## src/rtl/step_ctrl_pkg.sv

```systemverilog
`default_nettype none
// ------------------------------------------------------------------
// step_ctrl_pkg - shared types and defaults for the step/run controller
// Rev 1.0
// ------------------------------------------------------------------
package step_ctrl_pkg;

  typedef enum logic [1:0] {
    IDLE         = 2'd0,
    PRESS_WAIT   = 2'd1,
    PRESSED      = 2'd2,
    RELEASE_WAIT = 2'd3
  } dbc_state_e;

  localparam int DEBOUNCE_MS_DEF = 20;
  localparam int CNT_W_DEF       = 16;
  localparam int ARM_CYCLES      = 3;

endpackage
`default_nettype wire

```

## src/rtl/step_ctrl_sync.sv

```systemverilog
`default_nettype none
// ------------------------------------------------------------------
// sync_toggle_det - 2-FF synchronizer plus toggle-to-tick detector
// Rev 1.0
// ------------------------------------------------------------------
module sync_toggle_det (
  input  logic clk_100mhz,
  input  logic rst,
  input  logic din,
  input  logic arm,
  output logic sync_out,
  output logic tick
);

  logic meta_d, meta_q;
  logic sync_d, sync_q;
  logic dly_d, dly_q;

  always_comb begin
    meta_d = din;
    sync_d = meta_q;
    dly_d  = sync_q;
  end

  always_ff @(posedge clk_100mhz or posedge rst) begin
    if (rst) begin
      meta_q <= 1'b0;
      sync_q <= 1'b0;
      dly_q  <= 1'b0;
    end else begin
      meta_q <= meta_d;
      sync_q <= sync_d;
      dly_q  <= dly_d;
    end
  end

  // Either edge of the divider level is one tick.
  assign sync_out = sync_q;
  assign tick     = arm & (sync_q ^ dly_q);

endmodule
`default_nettype wire

```

## src/rtl/step_ctrl.sv

```systemverilog
`default_nettype none
// ------------------------------------------------------------------
// step_ctrl - CPU enable strobe from 1 s ticks (run) or debounced presses (step)
// Rev 1.0
// ------------------------------------------------------------------
module step_ctrl
  import step_ctrl_pkg::*;
#(
  parameter int DEBOUNCE_MS = DEBOUNCE_MS_DEF,
  parameter int CNT_W       = CNT_W_DEF
) (
  input  logic             clk_100mhz,
  input  logic             rst,
  input  logic             clk_1msec_in,
  input  logic             clk_1sec_in,
  input  logic             btn_step,
  input  logic             sw_run,
  output logic             cpu_en,
  output logic             btn_clean,
  output logic [CNT_W-1:0] step_count
);

  localparam logic [7:0] DEB_LIM = 8'(DEBOUNCE_MS);

  logic s_ms, s_sec, s_btn, s_run;
  logic ms_tick, sec_tick;
  logic btn_tick_unused, run_tick_unused;

  logic [1:0] arm_cnt_d, arm_cnt_q;
  logic       armed;

  dbc_state_e state_d, state_q;
  logic [7:0] dbc_cnt_d, dbc_cnt_q;
  logic       btn_clean_d, btn_clean_q;
  logic       press_evt;

  logic             cpu_en_d, cpu_en_q;
  logic [CNT_W-1:0] step_count_d, step_count_q;

  sync_toggle_det u_ms (
    .clk_100mhz (clk_100mhz),
    .rst        (rst),
    .din        (clk_1msec_in),
    .arm        (armed),
    .sync_out   (s_ms),
    .tick       (ms_tick)
  );

  sync_toggle_det u_sec (
    .clk_100mhz (clk_100mhz),
    .rst        (rst),
    .din        (clk_1sec_in),
    .arm        (armed),
    .sync_out   (s_sec),
    .tick       (sec_tick)
  );

  sync_toggle_det u_btn (
    .clk_100mhz (clk_100mhz),
    .rst        (rst),
    .din        (btn_step),
    .arm        (1'b0),
    .sync_out   (s_btn),
    .tick       (btn_tick_unused)
  );

  sync_toggle_det u_run (
    .clk_100mhz (clk_100mhz),
    .rst        (rst),
    .din        (sw_run),
    .arm        (1'b0),
    .sync_out   (s_run),
    .tick       (run_tick_unused)
  );

  // Ticks stay masked until the synchronizer pipeline has filled after reset.
  assign armed = (arm_cnt_q == 2'(ARM_CYCLES));

  always_comb begin
    arm_cnt_d = armed ? arm_cnt_q : arm_cnt_q + 2'd1;
  end

  always_comb begin
    state_d     = state_q;
    dbc_cnt_d   = dbc_cnt_q;
    btn_clean_d = btn_clean_q;
    press_evt   = 1'b0;
    case (state_q)
      IDLE: begin
        if (s_btn) begin
          state_d   = PRESS_WAIT;
          dbc_cnt_d = '0;
        end
      end
      PRESS_WAIT: begin
        if (!s_btn) begin
          state_d   = IDLE;
          dbc_cnt_d = '0;
        end else if (ms_tick) begin
          if (dbc_cnt_q + 8'd1 == DEB_LIM) begin
            state_d     = PRESSED;
            dbc_cnt_d   = '0;
            btn_clean_d = 1'b1;
            press_evt   = 1'b1;
          end else begin
            dbc_cnt_d = dbc_cnt_q + 8'd1;
          end
        end
      end
      PRESSED: begin
        if (!s_btn) begin
          state_d   = RELEASE_WAIT;
          dbc_cnt_d = '0;
        end
      end
      RELEASE_WAIT: begin
        if (s_btn) begin
          state_d   = PRESSED;
          dbc_cnt_d = '0;
        end else if (ms_tick) begin
          if (dbc_cnt_q + 8'd1 == DEB_LIM) begin
            state_d     = IDLE;
            dbc_cnt_d   = '0;
            btn_clean_d = 1'b0;
          end else begin
            dbc_cnt_d = dbc_cnt_q + 8'd1;
          end
        end
      end
      default: begin
        state_d   = IDLE;
        dbc_cnt_d = '0;
      end
    endcase
  end

  // A single select means coincident sec_tick and press_evt cannot both fire.
  always_comb begin
    cpu_en_d     = s_run ? sec_tick : press_evt;
    step_count_d = cpu_en_q ? step_count_q + CNT_W'(1) : step_count_q;
  end

  always_ff @(posedge clk_100mhz or posedge rst) begin
    if (rst) begin
      arm_cnt_q    <= 2'd0;
      state_q      <= IDLE;
      dbc_cnt_q    <= 8'd0;
      btn_clean_q  <= 1'b0;
      cpu_en_q     <= 1'b0;
      step_count_q <= '0;
    end else begin
      arm_cnt_q    <= arm_cnt_d;
      state_q      <= state_d;
      dbc_cnt_q    <= dbc_cnt_d;
      btn_clean_q  <= btn_clean_d;
      cpu_en_q     <= cpu_en_d;
      step_count_q <= step_count_d;
    end
  end

  assign cpu_en     = cpu_en_q;
  assign btn_clean  = btn_clean_q;
  assign step_count = step_count_q;

endmodule
`default_nettype wire

```

## config.mk

```make
export PLATFORM = sky130hd
export DESIGN_NAME = step_ctrl
export DESIGN_NICKNAME = d
export VERILOG_FILES = /design/src/rtl/step_ctrl_pkg.sv /design/src/rtl/step_ctrl_sync.sv /design/src/rtl/step_ctrl.sv
export SDC_FILE = /design/constraint.sdc
export NUM_CORES = 1
export LEC_CHECK = 0
export CAP_MARGIN = 30
export CORE_MARGIN = 5
export CORE_UTILIZATION = 56
export CTS_BUF_LIST = sky130_fd_sc_hd__clkbuf_8 sky130_fd_sc_hd__clkbuf_16
export CTS_CLUSTER_DIAMETER = 120
export DETAILED_ROUTE_END_ITERATION = 6
export GPL_TIMING_DRIVEN = 1
export PLACE_DENSITY = 0.87
export SYNTH_ARGS = -nofsm -noshare
export SYNTH_HDL_FRONTEND = slang
export SYNTH_SLANG_ARGS = --single-unit
```

## constraint.sdc

```tcl
create_clock -name clk_100mhz -period 4.3 [get_ports clk_100mhz]
set_clock_uncertainty 0.05 [all_clocks]
set_input_delay 0.43 -clock clk_100mhz [delete_from_list [all_inputs] [get_ports clk_100mhz]]
set_output_delay 0.43 -clock clk_100mhz [all_outputs]
set_load 0.02 [all_outputs]
```

# ---- Word level (Yosys, flattened, before mapping)
# Cells that the tools add are included.
dict set report classes {
  eq_ne 17
  add_sub_neg 3
  bitwise_logic 4
  reduce_logical 5
  muxes 28
}
# op n
set ops {}
lappend ops {{2-to-1 mux 8 bit} 6}
lappend ops {{one-hot mux 8 bit (4 select lines)} 1}
lappend ops {{adder 16 x 1 -> 16 bit, second input constant} 1}
lappend ops {{2-to-1 mux 2 bit} 8}
lappend ops {{inequality test 2 bit, second input constant} 6}
lappend ops {{2-to-1 mux 1 bit} 11}
lappend ops {{adder 8 x 1 -> 8 bit, second input constant} 1}
lappend ops {{equality test 8 x 5 -> 1 bit, second input constant} 1}
lappend ops {{one-hot mux 2 bit (4 select lines)} 1}
lappend ops {{AND reduction 7 bit} 1}
lappend ops {{equality test 2 bit, second input constant} 3}
lappend ops {{inequality test 3 x 2 -> 1 bit, second input constant} 2}
lappend ops {{inequality test 3 bit, second input constant} 2}
lappend ops {{AND reduction 6 bit} 1}
lappend ops {{inequality test 2 x 1 -> 1 bit, second input constant} 2}
lappend ops {{adder 2 x 1 -> 2 bit, second input constant} 1}
lappend ops {{AND 1 bit} 2}
lappend ops {{equality test 2 x 1 -> 1 bit, second input constant} 1}
lappend ops {{logical NOT 2 bit} 1}
lappend ops {{one-hot mux 1 bit (2 select lines)} 1}
lappend ops {{AND reduction 2 bit} 1}
lappend ops {{nonzero test 2 bit} 1}
lappend ops {{bitwise XOR 1 bit} 2}
dict set report word_totals {
  word_cells 73
  register_bits 40
  input_bits 6
  output_inout_bits 18
}

# ---- Depth between registers and ports, before layout
dict set report logic_depth {
  ltp_word 7
  depth_mapped 5
  ltp_nobuf 5
}

# ---- By module
# Synthesis repeated with hierarchy kept, for this count alone.
dict set report unflattened {
  cells_unflattened 148
  hier_area_um2 1773.0
}
# mod n_inst cells_per_inst seq_area_each_um2 area_per_inst_um2
set by_module_without_submodules {}
lappend by_module_without_submodules {step_ctrl 1 124 750.7 1397.6}
lappend by_module_without_submodules {sync_toggle_det 4 6 75.1 93.8}

# ---- Worst setup path after synthesis
# OpenSTA, ideal clock, no wires.
dict set report synth_timing {
  path_type {flip-flop to flip-flop}
  start {reg step_count_q[0], in the netlist step_count[0]}
  end {reg step_count_q[10], in the netlist step_count[10]}
  synth_period_minus_slack_ns 1.696
  t_arrival_ns 1.567
  required_time_ns 4.170
  setup_ns 0.080
  path_slack_ns 2.604
  path_stages_with_launch 6
  path_buffers 0
  cell_sequence {dfrtp_1 > ha_1 > nand4_1 > nor3_1 > and4_1 > xor2_1}
}
dict set report synth_between {
  elab_chain_cells 1
}
# element line
set synth_lines {}
lappend synth_lines {{from (decl)} step_ctrl.sv:38} ;# logic [CNT_W-1:0] step_count_d, step_count_q;
lappend synth_lines {{from (signal assigned)} step_ctrl.sv:157} ;# step_count_q <= step_count_d;
lappend synth_lines {{adder 16 x 1 -> 16 bit} step_ctrl.sv:140} ;# step_count_d = cpu_en_q ? step_count_q + CNT_W'(1) : step_count_q;
# No other way between the ends.
# A chain may end at the register's enable or synchronous reset.

# ---- Worst setup path in the final report
dict set report layout_timing {
  start {reg cpu_en_q, in the netlist cpu_en}
  end {out cpu_en}
}
# element line
set layout_lines {}
lappend layout_lines {{from (decl)} step_ctrl.sv:37} ;# logic cpu_en_d, cpu_en_q;
lappend layout_lines {{from (signal assigned)} step_ctrl.sv:156} ;# cpu_en_q <= cpu_en_d;
lappend layout_lines {{to (decl)} step_ctrl.sv:18} ;# output logic cpu_en,
# No word-level cell between the ends.

==> impl_metrics.tcl <==
set metrics [dict create \
    postCtsSetupBuffers 0 \
    slew_headroom_pct 67.9 \
    antennaDiodeCount 0 \
    start_util_pct 57.4 \
    setup_tns_ps 0 \
    worstPathMaxFanout 7 \
    critPathArrivalTime_ps 1460 \
    cp_num_buf_inv 1 \
    wl_mm 3.03 \
    worst_r2r_path_depth 5 \
    antenna_found_initial 0 \
    critical_path_required_ps 3820 \
    path_clk_slew_ps 80 \
    netlist_area_mm2 0.00172 \
    max_cap_violations 0 \
    final_net_count 187 \
    ys_top_cells_by_area "dfrtp_1, xnor2_1, xor2_1" \
    synth_area_leader_cell "dfrtp_1" \
    io_pins 24 \
    antenna_left 0 \
    worstPathCellList "clkdlybuf4s50_1" \
    cts.sinks 40 \
    p_leak_nw 0.948 \
    path_class "reg -> out" \
    cpPeakStageDelay_ps 680 \
    die_area_mm2 0.00429 \
    hold_depth 0 \
    cts-root-buf "clkbuf_8" \
    fmax_mhz 514 \
    synth_seq_cells 40 \
    maxSlewViolCount 0 \
    grt_usage_pct 17.2 \
    synth_fp_nets 158 \
    drive_gt1_share_pct 6.15 \
    hold_violations 0 \
    report.final.setup_viol 0 \
    critPathTopFamily "buffers and inverters" \
    n_fill_cell 217 \
    drt_iter0_drc 118 \
    drt-pass1-iter-count 6 \
    ys_seq_area_share_pct 58.1 \
    cts_hold_buf 0 \
    clockBufferDepth 2 \
    grt_pass1_vias 1208 \
    place_congestion 0.855 \
    die_h_um 65.5 \
    cts_tree "done" \
    yosys.area.top_type_share_pct 58.1 \
    grt_pass1_wl_mm 5.46 \
    period_minus_slack_ps 1940 \
    hold_class "reg -> reg" \
    tightest_slew_ps 478 \
    htree_levels 2 \
    coreArea_mm2 0.00300 \
    io_buffer_count 23 \
    grt_max_degree 41 \
    drc 0 \
    slowest_stage "clkdlybuf4s50_1" \
    vias 1171 \
    wire_per_inst_um 14.3 \
    final_core_util_pct 69.2 \
    area_growth_pct 20.6 \
    synthDistinctLibCells 35 \
    cts_resized 0 \
    rows 20 \
    detail_route.vias_per_cell 5.52 \
    clock_latency_ps 290 \
    crit_path_start_kind "flip-flop" \
    p_per_area_mw_per_mm2 406 \
    cts_buffers 5 \
    synth.avg_cell_area_um2 11.6 \
    end_kind "output pin" \
    hpwl_mm 2.17 \
    ir_drop_mv 0.400 \
    status "finished, final reports clean" \
    period_share_pct 45.2 \
    yosysWarnings 0 \
    netlist_instances 149 \
    die_w_um 65.5 \
    grt_setup_unrepaired "false" \
    overflow 0 \
    critical_path_depth 1 \
]
==> report_power, final <==
part           leakage, nW  internal (mW)  switching [mW]
Sequential           0.512          0.408          0.0434
Combinational        0.382         0.0735          0.0728
Clock               0.0538          0.126           0.120
Total                0.948          0.608           0.236
==> cell usage in the layout, fill, tap and decap left out, types with 2 or more instances in the layout <==
master and instances:
a31oi_1 3, a21o_1 2, a21oi_1 2, clkdlybuf4s50_1 23, and2_1 3, inv_1 8, o21ai_1 4, xor2_1 10
clkbuf_8 6, a32o_1 3, dfrtp_1 40, o21ai_0 3, mux2_1 2, nand2_1 12, nand3_1 6, and4_1 2
nor3_1 4, ha_1 3, xnor2_1 10, nor2_1 10, and3_1 4, nand4_1 5
==> logic make-up after synthesis <==
logic type / after synthesis / synth area share, %
xor+xnor: 20 / 10.2
mux: 3 / 1.96
buf+inv: 9 / 2.40
flops: 40 / 58.1
simple gates: 53 / 17.0
compound gates: 21 / 8.21
fa+ha+maj: 3 / 2.18
==> layer usage <==
layer	wire length [um]	share of wire (%)	vias to the layer above	global-route usage (%)
met3	142	4.7	4	6.32
met4	51	1.7	0	7.77
met1	1320	44	564	20.7
li1	-	-	579	-
met2	1510	50	24	27.4
met5	0	0	-	0
==> cells in the mapped netlist <==
library cell,instances
a32o_1,3
xor2_1,10
mux2_2,1
a31oi_1,3
nand2_1,12
nand3_1,6
o211ai_1,1
a21o_1,2
a32oi_1,1
nand3_2,1
and4_1,2
nand4_1,5
clkbuf_1,1
nor3b_1,1
o21ai_1,4
o21bai_1,1
nor3_1,4
ha_1,3
xnor2_1,10
o21ai_0,3
and2_1,3
inv_1,6
o31a_1,1
nor2_1,10
nand2b_1,1
inv_2,1
or3_1,1
dfrtp_1,40
mux2_1,2
nor2b_1,1
a21oi_1,2
nor4_4,1
nor4bb_1,1
buf_6,1
and3_1,4
==> final timing paths <==
path	startpoint	slack [ps]	end
worst max-delay path	cpu_en	2360	cpu_en
worst min-delay path	u_run.meta_q	300	u_run.sync_out
worst max register to register	step_count[0]	2480	step_count[10]
worst min register to register	u_run.meta_q	300	u_run.sync_out
max in group asynchronous	rst	3350	u_run.meta_q
min in group asynchronous	rst	520	step_count[4]
==> cell type report <==
type                    instances  area, um2  share of cell area [%]
flip-flops and latches         40       1000                    48.2
multi-input cells             100        681                    32.8
repair buffers                 24        238                    11.4
clock buffers                   6       82.6                    3.98
well taps                      33       41.3                    1.99
inverters                       7       26.3                    1.27
clock inverters                 2       7.51                   0.361
==> per-stage QoR <==
stage	instance area, um2	power [mW]	cells	hold slack (ps)	setup WS (ps)
after floorplan	1720	0.530	149	281	2600
after CTS	2080	0.856	212	301	2340
after detailed placement	1990	0.605	204	285	2500
after global placement	1990	0.598	204	282	2560
after global routing	2080	0.894	212	316	2280
final	2080	0.843	212	298	2360
==> state kept, by name, indices dropped and copies added, names as in the netlist, named ones only <==
register,flops
u_run.sync_out,1
u_ms.sync_out,1
btn_clean,1
state_q,1
u_sec.dly_q,1
u_sec.meta_q,1
u_btn.sync_out,1
u_btn.meta_q,1
dbc_cnt_q,8
arm_cnt_q,2
u_ms.dly_q,1
step_count,16
u_ms.meta_q,1
u_run.meta_q,1
u_sec.sync_out,1
cpu_en,1
Note: power is estimated with default switching activity, not from simulation.
